--- src/rtl/instr_encoder_loader_if.sv ---
// Field-stream and instruction-memory write bus for instr_encoder_loader.
// slave = loader side; master = host/memory side.
`timescale 1ns/1ps
interface instr_encoder_loader_if #(
    parameter int ADDR_W = 8
);
    logic              in_valid;
    logic              in_ready;
    logic              in_last;
    logic [1:0]        in_fmt;
    logic [4:0]        in_rd;
    logic [4:0]        in_rs1;
    logic [4:0]        in_rs2;
    logic [2:0]        in_funct3;
    logic [31:0]       in_imm;
    logic              mem_we;
    logic [ADDR_W-1:0] mem_addr;
    logic [31:0]       mem_wdata;
    logic              mem_ready;

    modport slave (
        input  in_valid, in_last, in_fmt, in_rd, in_rs1, in_rs2, in_funct3, in_imm,
        output in_ready,
        output mem_we, mem_addr, mem_wdata,
        input  mem_ready
    );

    modport master (
        output in_valid, in_last, in_fmt, in_rd, in_rs1, in_rs2, in_funct3, in_imm,
        input  in_ready,
        input  mem_we, mem_addr, mem_wdata,
        output mem_ready
    );
endinterface

--- src/rtl/instr_encoder_loader.sv ---
// Packs decoded RV32I fields (I, I_LD, S, SB) into instruction words and streams
// the range-checked words into instruction memory at sequential addresses.
`timescale 1ns/1ps
module instr_encoder_loader #(
    parameter int ADDR_W    = 8,
    parameter int BASE_ADDR = 0,
    parameter int DEPTH     = 256
) (
    input  logic                i_clk,
    input  logic                i_reset,
    input  logic                i_start,
    instr_encoder_loader_if.slave bus,
    output logic                o_busy,
    output logic                o_done,
    output logic                o_full,
    output logic                o_err,
    output logic [7:0]          o_err_count,
    output logic [ADDR_W:0]     o_word_count
);
    typedef enum logic [1:0] {S_IDLE, S_LOAD, S_DONE} state_t;

    state_t            r_state, w_state_nxt;
    logic              r_we, r_last_seen, r_done, r_full, r_err;
    logic [ADDR_W-1:0] r_addr;
    logic [31:0]       r_wdata;
    logic [7:0]        r_err_count;
    logic [ADDR_W:0]   r_wc;

    logic              w_in_ready, w_accept, w_wr_done, w_start, w_legal;
    logic [ADDR_W:0]   w_wc_nxt;
    logic [31:0]       w_enc;
    logic [6:0]        w_opcode;
    logic signed [31:0] w_imm;

    assign w_wr_done = r_we && bus.mem_ready;
    assign w_wc_nxt  = r_wc + {{ADDR_W{1'b0}}, w_wr_done};
    assign w_start   = i_start && (r_state != S_LOAD);
    // The pending word counts against DEPTH so the session never over-commits.
    assign w_in_ready = (r_state == S_LOAD) && !r_last_seen
                     && ((32'(r_wc) + 32'(r_we)) < DEPTH)
                     && (!r_we || bus.mem_ready);
    assign w_accept  = bus.in_valid && w_in_ready;
    assign w_imm     = $signed(bus.in_imm);

    always_comb begin
        w_legal  = 1'b0;
        w_opcode = 7'b0010011;
        w_enc    = 32'd0;
        case (bus.in_fmt)
            2'b00: w_opcode = 7'b0010011;
            2'b01: w_opcode = 7'b0000011;
            2'b10: w_opcode = 7'b0100011;
            default: w_opcode = 7'b1100011;
        endcase
        if (bus.in_fmt == 2'b11)
            w_legal = (w_imm >= -4096) && (w_imm <= 4094) && !bus.in_imm[0];
        else
            w_legal = (w_imm >= -2048) && (w_imm <= 2047);
        case (bus.in_fmt)
            2'b10: w_enc = {bus.in_imm[11:5], bus.in_rs2, bus.in_rs1, bus.in_funct3,
                            bus.in_imm[4:0], w_opcode};
            2'b11: w_enc = {bus.in_imm[12], bus.in_imm[10:5], bus.in_rs2, bus.in_rs1,
                            bus.in_funct3, bus.in_imm[4:1], bus.in_imm[11], w_opcode};
            default: w_enc = {bus.in_imm[11:0], bus.in_rs1, bus.in_funct3, bus.in_rd, w_opcode};
        endcase
    end

    // Completion counts the write retiring on this very edge, so DONE is not delayed a cycle.
    always_comb begin
        w_state_nxt = r_state;
        case (r_state)
            S_IDLE: if (i_start) w_state_nxt = S_LOAD;
            S_LOAD: if ((r_last_seen && (!r_we || bus.mem_ready)) || (32'(w_wc_nxt) == DEPTH))
                        w_state_nxt = S_DONE;
            S_DONE: if (i_start) w_state_nxt = S_LOAD;
            default: w_state_nxt = S_IDLE;
        endcase
    end

    always_ff @(posedge i_clk) begin
        if (i_reset) begin
            r_state     <= S_IDLE;
            r_we        <= 1'b0;
            r_last_seen <= 1'b0;
            r_done      <= 1'b0;
            r_full      <= 1'b0;
            r_err       <= 1'b0;
            r_err_count <= 8'd0;
            r_wc        <= '0;
            r_addr      <= ADDR_W'(BASE_ADDR);
            r_wdata     <= 32'd0;
        end else begin
            r_state <= w_state_nxt;
            r_done  <= (r_state == S_LOAD) && (w_state_nxt == S_DONE);
            if (w_start) begin
                r_we        <= 1'b0;
                r_last_seen <= 1'b0;
                r_full      <= 1'b0;
                r_err       <= 1'b0;
                r_err_count <= 8'd0;
                r_wc        <= '0;
                r_addr      <= ADDR_W'(BASE_ADDR);
            end else if (r_state == S_LOAD) begin
                r_wc <= w_wc_nxt;
                if (32'(w_wc_nxt) == DEPTH) r_full <= 1'b1;
                if (w_accept) begin
                    if (bus.in_last) r_last_seen <= 1'b1;
                    if (w_legal) begin
                        r_we    <= 1'b1;
                        r_wdata <= w_enc;
                        r_addr  <= ADDR_W'(BASE_ADDR) + w_wc_nxt[ADDR_W-1:0];
                    end else begin
                        // Accept implies any pending write retires on this edge.
                        r_we  <= 1'b0;
                        r_err <= 1'b1;
                        if (r_err_count != 8'hFF) r_err_count <= r_err_count + 8'd1;
                    end
                end else if (w_wr_done) begin
                    r_we <= 1'b0;
                end
            end
        end
    end

    assign bus.in_ready  = w_in_ready;
    assign bus.mem_we    = r_we;
    assign bus.mem_addr  = r_addr;
    assign bus.mem_wdata = r_wdata;
    assign o_busy        = (r_state == S_LOAD);
    assign o_done        = r_done;
    assign o_full        = r_full;
    assign o_err         = r_err;
    assign o_err_count   = r_err_count;
    assign o_word_count  = r_wc;
endmodule
--- src/flat_wrapper.sv ---
// flat-port wrapper written by rule: the top's interface ports become plain ports
module instr_encoder_loader_flat 
#(
    parameter int ADDR_W    = 8,
    parameter int BASE_ADDR = 0,
    parameter int DEPTH     = 256
)
  (i_clk, i_reset, i_start, o_busy, o_done, o_full, o_err, o_err_count, o_word_count, bus_in_valid, bus_in_last, bus_in_fmt, bus_in_rd, bus_in_rs1, bus_in_rs2, bus_in_funct3, bus_in_imm, bus_in_ready, bus_mem_we, bus_mem_addr, bus_mem_wdata, bus_mem_ready);
  instr_encoder_loader_if #(.ADDR_W(ADDR_W)) bus_i ();
  input  logic i_clk;
  input  logic i_reset;
  input  logic i_start;
  output logic o_busy;
  output logic o_done;
  output logic o_full;
  output logic o_err;
  output logic [7:0] o_err_count;
  output logic [ADDR_W:0] o_word_count;
  input wire logic [$bits(bus_i.in_valid)-1:0] bus_in_valid;
  input wire logic [$bits(bus_i.in_last)-1:0] bus_in_last;
  input wire logic [$bits(bus_i.in_fmt)-1:0] bus_in_fmt;
  input wire logic [$bits(bus_i.in_rd)-1:0] bus_in_rd;
  input wire logic [$bits(bus_i.in_rs1)-1:0] bus_in_rs1;
  input wire logic [$bits(bus_i.in_rs2)-1:0] bus_in_rs2;
  input wire logic [$bits(bus_i.in_funct3)-1:0] bus_in_funct3;
  input wire logic [$bits(bus_i.in_imm)-1:0] bus_in_imm;
  output wire logic [$bits(bus_i.in_ready)-1:0] bus_in_ready;
  output wire logic [$bits(bus_i.mem_we)-1:0] bus_mem_we;
  output wire logic [$bits(bus_i.mem_addr)-1:0] bus_mem_addr;
  output wire logic [$bits(bus_i.mem_wdata)-1:0] bus_mem_wdata;
  input wire logic [$bits(bus_i.mem_ready)-1:0] bus_mem_ready;
  assign bus_i.in_valid = bus_in_valid;
  assign bus_i.in_last = bus_in_last;
  assign bus_i.in_fmt = bus_in_fmt;
  assign bus_i.in_rd = bus_in_rd;
  assign bus_i.in_rs1 = bus_in_rs1;
  assign bus_i.in_rs2 = bus_in_rs2;
  assign bus_i.in_funct3 = bus_in_funct3;
  assign bus_i.in_imm = bus_in_imm;
  assign bus_in_ready = bus_i.in_ready;
  assign bus_mem_we = bus_i.mem_we;
  assign bus_mem_addr = bus_i.mem_addr;
  assign bus_mem_wdata = bus_i.mem_wdata;
  assign bus_i.mem_ready = bus_mem_ready;
  instr_encoder_loader #(.ADDR_W(ADDR_W), .BASE_ADDR(BASE_ADDR), .DEPTH(DEPTH)) u_core (.i_clk(i_clk), .i_reset(i_reset), .i_start(i_start), .bus(bus_i), .o_busy(o_busy), .o_done(o_done), .o_full(o_full), .o_err(o_err), .o_err_count(o_err_count), .o_word_count(o_word_count));
endmodule
--- config.mk ---
export PLATFORM = sky130hd
export DESIGN_NAME = instr_encoder_loader_flat
export DESIGN_NICKNAME = d
export VERILOG_FILES = /design/src/rtl/instr_encoder_loader_if.sv /design/src/rtl/instr_encoder_loader.sv /design/src/flat_wrapper.sv
export SDC_FILE = /design/constraint.sdc
export NUM_CORES = 1
export LEC_CHECK = 0
export CAP_MARGIN = 20
export CORE_ASPECT_RATIO = 1.25
export CORE_MARGIN = 1
export CORE_UTILIZATION = 47
export DETAILED_ROUTE_END_ITERATION = 12
export GPL_TIMING_DRIVEN = 1
export PLACE_DENSITY = 0.84
export SETUP_SLACK_MARGIN = 0.2
export SKIP_CTS_REPAIR_TIMING = 1
export SLEW_MARGIN = 20
export SYNTH_ARGS = -nofsm -noshare
export SYNTH_HDL_FRONTEND = slang
export SYNTH_SLANG_ARGS = --single-unit
--- constraint.sdc ---
create_clock -name i_clk -period 4.05 [get_ports i_clk]
set_input_delay 0.405 -clock i_clk [delete_from_list [all_inputs] [get_ports i_clk]]
set_output_delay 0.405 -clock i_clk [all_outputs]
set_load 0.02 [all_outputs]
==> impl_metrics.json <==
{
  "synth_top_cell_by_area": "dfxtp_1",
  "core_um2": 6166,
  "grt_pass1_vias": 2743,
  "worst-r2r-cell-count": 7,
  "synth_edf_count": 0,
  "setup_viol": 0,
  "critPathKind": "in2reg",
  "grt_overflow": 0,
  "wl_met3_um": 525,
  "worstPathArrival_ns": 2.84,
  "areaGrowthSynthToFinish_pct": 44.05,
  "drc": 0,
  "fmax_mhz": 380.3,
  "n_fill_cell": 505,
  "placement.io_buffers": 118,
  "place_hpwl_mm": 5.600,
  "netlist_area_um2": 2997,
  "dr_wl_met2_mm": 3.995,
  "first_iter_violations": 157,
  "cts_htree_levels": 3,
  "drt_pre_antenna_iters": 4,
  "hp-start": "u_core.o_err",
  "min_to": "u_core.o_err",
  "cts_buffers": 9,
  "p_leak_nw": 1.464,
  "dieArea_um2": 6701,
  "timing.final.crit_period_ns": 2.630,
  "hp-class": "reg2reg",
  "synth-seq-cells": 61,
  "whs_path_depth": 1,
  "top_layer": "met4",
  "synth_most_common_cell": "dfxtp_1",
  "powerDensity_nw_per_um2": 282.2,
  "rows": 32,
  "max_slew_margin_pct": 43.81,
  "synthArstFlopShare_pct": 0,
  "synth_area_leaders": "dfxtp_1 (41%), mux2i_1 (9.4%), nor2_1 (7.1%)",
  "crit_required_ns": 4.27,
  "rsz0062_at_grt": "no",
  "critPathMaxFanout": 55,
  "utilization_pct": 70.01,
  "crit-reg2reg-capture": "u_core.bus.mem_wdata[17]",
  "grt_pass1_wl_mm": 12.41,
  "status": "completed",
  "fin_crit_sh_pct": 64.93,
  "antenna_left": 0,
  "hold_viol": 0,
  "ys.flop_type": "dfxtp_1",
  "avgRoutedWirePerCell_um": 14.62,
  "totalPowerFinal_w": 0.001218,
  "cts.sinks": 61,
  "final.setup_skew_ns": 0.01102,
  "start_kind": "input port",
  "start_util_pct": 48.60,
  "drv_cap": 0,
  "reg2reg_slack_ns": 1.43,
  "vias": 2887,
  "diodes": 0,
  "gp_congestion": 0.9044,
  "grt_use_total_pct": 23.65,
  "clockBufferDepth": 2,
  "netlist_instances": 333,
  "chipHeight_um": 91.28,
  "synthDistinctLibCells": 48,
  "slew_violations": 0,
  "wl_met1_mm": 3.010,
  "grt_antenna_before_repair": 0,
  "yosys-top-cells-count": "dfxtp_1 (61), nor2_1 (57), mux2i_1 (28)",
  "die-width_um": 73.42,
  "drive_above_1_share_pct": 8.315,
  "ys_seq_area_share_pct": 40.75,
  "netlist.area_leader.share_pct": 40.75,
  "cts_tree": "yes",
  "clk_pin_slew_ns": 0.08,
  "wl_mm": 7.746,
  "timing.setup.tns_ns": 0,
  "synth_warnings": 0,
  "clk_latency_ns": 0.34,
  "final_net_count": 501,
  "tightest_slew_ns": 0.8428,
  "grt_max_degree": 56,
  "placed_cell_area_um2": 4139,
  "reg2reg_from": "u_core.r_state[1]",
  "end_kind": "register",
  "vdd_drop_max_v": 0.0001898,
  "cts_root_buffer": "clkbuf_8",
  "fin_area_um2": 4317,
  "postSynthAreaPerCell_um2": 8.999,
  "io_pins": 121,
  "vias_per_cell": 5.447
}
[power breakdown]
group          switching (W)  internal (W)  total, W
logic              0.0000596     0.0000684  0.000128
clock network       0.000248      0.000238  0.000487
registers         0.00000158      0.000602  0.000603
[cells in the final DEF, fill, tap and decap left out, types with 5 or more instances in the layout]
cell type,count
a211oi_2,14
nor2_1,57
clkbuf_8,10
clkdlybuf4s50_1,118
mux2i_1,28
a21oi_1,19
xor2_1,5
o21ai_0,12
nand3_1,16
and3_1,5
xnor2_1,6
nand2_1,19
dfxtp_1,61
nor4_1,5
nand4_1,6
[routing by layer]
| metal | vias up | GRT usage [%] |
|---|---|---|
| met5 | - | 0 |
| met4 | 0 | 11.22 |
| met3 | 18 | 4.772 |
| met2 | 120 | 42.90 |
| met1 | 1348 | 25.43 |
| li1 | 1401 | - |
[worst max-delay path: stages]
cell,delay [ns]
clkdlybuf4s50_1,0.49
nand4_1,0.17
nor4_4,0.36
nand3_1,0.21
a211oi_4,0.26
buf_4,0.59
mux2i_1,0.27
nor2_1,0.05
[worst max-delay path by stage]
stage                      startpoint                        to  slack [ns]  cells after the start
detailed placement     bus_in_imm[27]   u_core.bus.mem_wdata[4]        1.05                      8
CTS                    bus_in_imm[27]  u_core.bus.mem_wdata[17]        1.41                      8
finish                 bus_in_imm[27]  u_core.bus.mem_wdata[17]        1.42                      8
floorplan           u_core.bus.mem_we         u_core.r_state[1]        1.89                      9
global route        u_core.r_state[1]   u_core.bus.mem_wdata[7]        1.19                      7
global placement       bus_in_imm[27]  u_core.bus.mem_wdata[28]        1.19                      8
[metrics by stage]
stage	hold WS [ns]	setup WS, ns	instances
finish	0.4709	1.420	530
global route	0.4966	1.186	530
CTS	0.4754	1.414	530
detailed placement	0.4578	1.055	514
global placement	0.4445	1.190	514
floorplan	0.4710	1.894	334
[registers in the layout (all words and copies together) (netlist names)]
| name | count |
|---|---|
| u_core.bus.mem_addr | 8 |
| u_core.o_full | 1 |
| u_core.bus.mem_we | 1 |
| u_core.o_err_count | 8 |
| u_core.r_last_seen | 1 |
| u_core.o_err | 1 |
| u_core.bus.mem_wdata | 29 |
| u_core.r_state | 2 |
| u_core.o_done | 1 |
| u_core.o_word_count | 9 |
[layout make-up]
cell class	count	area (µm²)	share of cell area, %
Timing Repair Buffer	121	1204	27.88
Tap cell	85	106.4	2.464
Clock inverter	5	36.28	0.8406
Sequential cell	61	1221	28.29
Multi-Input combinational cell	245	1600	37.07
Inverter	2	7.507	0.1739
Clock buffer	11	141.4	3.275
[cells by family after synthesis]
| family | count (synthesis) | synth area share, % |
|---|---|---|
| compound gates | 66 | 16.74 |
| xor+xnor | 11 | 3.215 |
| fa+ha+maj | 3 | 1.253 |
| buf+inv | 28 | 6.221 |
| flops | 61 | 40.75 |
| mux | 28 | 9.353 |
| other cells | 1 | 0.1251 |
| simple gates | 135 | 22.34 |
Note: power is estimated with default switching activity, not from simulation.
